`config.mk`:
```
export PLATFORM = sky130hd
export DESIGN_NAME = coreriscv_axi4_queue_8
export DESIGN_NICKNAME = d
export VERILOG_FILES = /design/src/rtl/coreriscv_axi4_queue_8_pkg.sv /design/src/rtl/coreriscv_axi4_queue_8.sv
export SDC_FILE = /design/constraint.sdc
export NUM_CORES = 1
export LEC_CHECK = 0
export BUFFER_PORTS_ARGS = -buffer_cell sky130_fd_sc_hd__buf_2
export CAP_MARGIN = 20
export CORE_UTILIZATION = 46
export CTS_CLUSTER_SIZE = 24
export DETAILED_ROUTE_END_ITERATION = 8
export GPL_TIMING_DRIVEN = 1
export PLACE_DENSITY_LB_ADDON = 0.12
export SYNTH_ARGS = -nofsm -noshare
export SYNTH_HDL_FRONTEND = slang
export SYNTH_SLANG_ARGS = --single-unit
```
`constraint.sdc`:
```
create_clock -name clk -period 4.8 [get_ports clk]
set_input_delay 0.96 -clock clk [delete_from_list [all_inputs] [get_ports clk]]
set_output_delay 0.96 -clock clk [all_outputs]
set_load 0.01 [all_outputs]
```
`src/rtl/coreriscv_axi4_queue_8_pkg.sv`:
```
// coreriscv_axi4_queue_8_pkg: TileLink Acquire field widths and the 111-bit payload type shared by ROM slave and queues
package coreriscv_axi4_queue_8_pkg;
    localparam int ADDR_BLOCK_W = 26;
    localparam int XACT_ID_W    = 2;
    localparam int BEAT_W       = 3;
    localparam int A_TYPE_W     = 3;
    localparam int UNION_W      = 12;
    localparam int DATA_W       = 64;
    typedef struct packed {
        logic [ADDR_BLOCK_W-1:0] addr_block;
        logic [XACT_ID_W-1:0]    client_xact_id;
        logic [BEAT_W-1:0]       addr_beat;
        logic                    is_builtin_type;
        logic [A_TYPE_W-1:0]     a_type;
        logic [UNION_W-1:0]      union_bits;
        logic [DATA_W-1:0]       data;
    } acquire_t;
    localparam int ACQUIRE_W = $bits(acquire_t);
endpackage

```
`src/rtl/coreriscv_axi4_queue_8.sv`:
```
// coreriscv_axi4_queue_8: single-entry non-flow non-pipe queue for one TileLink Acquire beat
// Ports: clk/reset (async active-high); io_enq_* producer handshake and fields;
// io_deq_* consumer handshake and stored fields; io_count occupancy (0/1).
module coreriscv_axi4_queue_8
    import coreriscv_axi4_queue_8_pkg::*;
(
    input  logic                    clk,
    input  logic                    reset,
    output logic                    io_enq_ready,
    input  logic                    io_enq_valid,
    input  logic [ADDR_BLOCK_W-1:0] io_enq_bits_addr_block,
    input  logic [XACT_ID_W-1:0]    io_enq_bits_client_xact_id,
    input  logic [BEAT_W-1:0]       io_enq_bits_addr_beat,
    input  logic                    io_enq_bits_is_builtin_type,
    input  logic [A_TYPE_W-1:0]     io_enq_bits_a_type,
    input  logic [UNION_W-1:0]      io_enq_bits_union,
    input  logic [DATA_W-1:0]       io_enq_bits_data,
    input  logic                    io_deq_ready,
    output logic                    io_deq_valid,
    output logic [ADDR_BLOCK_W-1:0] io_deq_bits_addr_block,
    output logic [XACT_ID_W-1:0]    io_deq_bits_client_xact_id,
    output logic [BEAT_W-1:0]       io_deq_bits_addr_beat,
    output logic                    io_deq_bits_is_builtin_type,
    output logic [A_TYPE_W-1:0]     io_deq_bits_a_type,
    output logic [UNION_W-1:0]      io_deq_bits_union,
    output logic [DATA_W-1:0]       io_deq_bits_data,
    output logic                    io_count
);
    logic     r_full;
    acquire_t r_payload;
    acquire_t w_enq_payload;
    logic     w_enq_fire;
    logic     w_deq_fire;

    assign w_enq_payload = '{addr_block:      io_enq_bits_addr_block,
                             client_xact_id:  io_enq_bits_client_xact_id,
                             addr_beat:       io_enq_bits_addr_beat,
                             is_builtin_type: io_enq_bits_is_builtin_type,
                             a_type:          io_enq_bits_a_type,
                             union_bits:      io_enq_bits_union,
                             data:            io_enq_bits_data};
    // Fire conditions are mutually exclusive by construction: no flow, no pipe.
    assign w_enq_fire = io_enq_valid & ~r_full;
    assign w_deq_fire = io_deq_ready & r_full;

    always_ff @(posedge clk or posedge reset) begin
        if (reset) begin
            r_full    <= 1'b0;
            r_payload <= '0;
        end else if (w_enq_fire) begin
            r_full    <= 1'b1;
            r_payload <= w_enq_payload;
        end else if (w_deq_fire) begin
            r_full    <= 1'b0;
        end
    end

    assign io_enq_ready                = ~r_full;
    assign io_deq_valid                = r_full;
    assign io_count                    = r_full;
    assign io_deq_bits_addr_block      = r_payload.addr_block;
    assign io_deq_bits_client_xact_id  = r_payload.client_xact_id;
    assign io_deq_bits_addr_beat       = r_payload.addr_beat;
    assign io_deq_bits_is_builtin_type = r_payload.is_builtin_type;
    assign io_deq_bits_a_type          = r_payload.a_type;
    assign io_deq_bits_union           = r_payload.union_bits;
    assign io_deq_bits_data            = r_payload.data;
endmodule

```
==> results.sh <==
export IMPL_clock_latency_ps=360
export IMPL_maxSlewViolCount=0
export IMPL_tns_ps=0
export IMPL_r2r_start="io_count"
export IMPL_synth_cell_types=8
export IMPL_cp_max_fo=4
export IMPL_rrSetupSlack_ps=3270
export IMPL_grt_max_degree=91
export IMPL_ys_seq_elements=112
export IMPL_endpoint="io_enq_ready"
export IMPL_routedWlPerCell_um=15.6
export IMPL_final_cells=608
export IMPL_drive_gt1_share_pct=75.8
export IMPL_tightest_slew_ps=425
export IMPL_ys_warnings_count=0
export IMPL_die_w_um=102
export IMPL_grt_pass1_wl_mm=14.2
export IMPL_critPathLaunch="io_count"
export IMPL_vdd_drop_max_mv=0.239
export IMPL_viasPerCell=4.59
export IMPL_cts_sinks=112
export IMPL_cap_violations=0
export IMPL_postRouteAntennaNets=0
export IMPL_vias=2790
export IMPL_post_synth_top_area_fraction_pct=61.1
export IMPL_netlist_instances=240
export IMPL_final_min_period_over_clock_period_pct=40.8
export IMPL_start_util_pct=47.2
export IMPL_fmax_mhz=511
export IMPL_cts_setup_buffers=0
export IMPL_syn_avg_cell_area_um2=19.1
export IMPL_syn2layout_area_growth_pct=29.6
export IMPL_yosys_top_cells_area="dfrtp_1 61%, mux2_4 26%, mux2_2 7.9%"
export IMPL_critPathArrivalTime_ps=1000
export IMPL_syn_area_um2=4590
export IMPL_antenna_found_initial=0
export IMPL_ctsResizeCount=0
export IMPL_outcome="finished clean"
export IMPL_fp_dieH_um=102
export IMPL_crit_type="flip-flop to output pin"
export IMPL_cp_end_kind="output pin"
export IMPL_ys_seq_area_share_pct=61.1
export IMPL_first_pass_iters=4
export IMPL_p_leak_uw=0.00308
export IMPL_cts_buffer_depth=2
export IMPL_port_buffers=228
export IMPL_ios=229
export IMPL_yosysTopAreaCell="dfrtp_1"
export IMPL_setup_viol=0
export IMPL_drc_errors=0
export IMPL_final_util_pct=61.1
export IMPL_rsz0062_at_grt="no"
export IMPL_grtUsageTotal_pct=18.3
export IMPL_dp_hpwl_mm=6.73
export IMPL_p_per_area_nw_per_um2=433
export IMPL_n_antenna_cell=0
export IMPL_finalCriticalPeriod_ps=1960
export IMPL_wl_mm=9.49
export IMPL_finClkSkew_ps=10.3
export IMPL_rows=36
export IMPL_place_congestion=0.778
export IMPL_required_ps=3840
export IMPL_final_nets=585
export IMPL_slew_headroom_pct=71.7
export IMPL_numCtsBuffers=9
export IMPL_nFillCells=780
export IMPL_cts_root_buf="clkbuf_8"
export IMPL_cts_hold_buf=0
export IMPL_gr_total_overflow=0
export IMPL_dp_cells=591
export IMPL_clk_pin_slew_ps=90
export IMPL_r2r_cells=3
export IMPL_hold_class="flip-flop to flip-flop"
export IMPL_grt_pass1_vias=2786
export IMPL_r2r_end="io_deq_bits_data[13]"
export IMPL_drt_iter0_markers=33
export IMPL_htreeDepth=3
export IMPL_final_hold_viol_count=0
export IMPL_die_area_um2=10400
export IMPL_hold_ws_ps=509
export IMPL_syn_num_nets=355
export IMPL_cts_tree="done"
export IMPL_cp_start_kind="flip-flop"
export IMPL_coreArea_um2=9730
==> flip-flops by register name, summed over array words and instances (netlist names) <==
name                         count
io_deq_bits_data                64
io_deq_bits_union               12
io_deq_bits_addr_beat            3
io_deq_bits_client_xact_id       2
io_count                         1
io_deq_bits_is_builtin_type      1
io_deq_bits_a_type               3
io_deq_bits_addr_block          26
==> cell usage in the layout (no fill, tap or decap) <==
master	Yosys	final
inv_1	2	1
o21bai_1	1	1
mux2_2	32	32
nor2b_4	1	1
clkbuf_1	0	1
buf_12	9	2
buf_4	4	1
mux2_4	79	79
inv_4	0	1
buf_2	0	228
buf_16	0	1
clkinv_2	0	3
clkbuf_8	0	12
dfrtp_1	112	112
==> metrics by stage <==
stage | power [uW] | worst slack (ps) | area (um2)
2_1_floorplan | 1780 | 881 | 4590
3_3_place_gp | 2060 | 2560 | 5740
3_5_place_dp | 2080 | 2510 | 5740
4_1_cts | 2610 | 2810 | 5920
5_1_grt | 2730 | 2780 | 5950
6_report | 2580 | 2840 | 5950
==> synthesized netlist by cell type <==
| master | count |
|---|---|
| buf_12 | 9 |
| dfrtp_1 | 112 |
| mux2_4 | 79 |
| o21bai_1 | 1 |
| mux2_2 | 32 |
| inv_1 | 2 |
| nor2b_4 | 1 |
| buf_4 | 4 |
==> cells by family after synthesis <==
family | Yosys count | synth area share, %
DFF | 112 | 61.1
and+or+nand+nor | 1 | 0.300
AOI/OAI and AO/OA | 1 | 0.164
buffers and inverters | 15 | 4.75
muxes | 111 | 33.7
==> how the worst min path moves through the flow <==
stage	to	slack (ps)	depth (start not counted)	from
after CTS	io_deq_bits_data[57]	510	1	io_deq_bits_data[57]
final	io_deq_bits_data[22]	510	1	io_deq_bits_data[22]
after detailed placement	io_deq_bits_addr_block[10]	490	1	io_deq_bits_addr_block[10]
after global routing	io_deq_bits_data[30]	520	1	io_deq_bits_data[30]
after floorplan	io_deq_bits_data[41]	550	1	io_deq_bits_data[41]
after global placement	io_deq_bits_data[42]	490	1	io_deq_bits_data[42]
==> worst max-delay path, stage by stage (launching register included) <==
cell and delay [ps]:
dfrtp_1 440, inv_1 90, buf_2 120
==> metal layers <==
layer	wire, um	vias up	track usage [%]	share of wire [%]
li1	-	1294	-	-
met1	3940	1354	22.9	41
met2	4560	135	29.3	48
met3	874	7	5.88	9.2
met4	117	0	8.13	1.2
met5	0	-	0	0
==> area by class of cell <==
type	instances	area (um2)	share of cell area [%]
repair buffers	232	1220	20.5
clock buffers	13	169	2.84
inverters	2	10.0	0.168
well taps	133	166	2.80
clock inverters	3	15.0	0.252
flip-flops and latches	112	2800	47.1
multi-input cells	113	1570	26.4
==> where the power goes <==
group	switching (uW)	internal (uW)
combinational	334	454
clock	293	230
sequential	113	1150
Note: power is estimated with default switching activity, not from simulation.
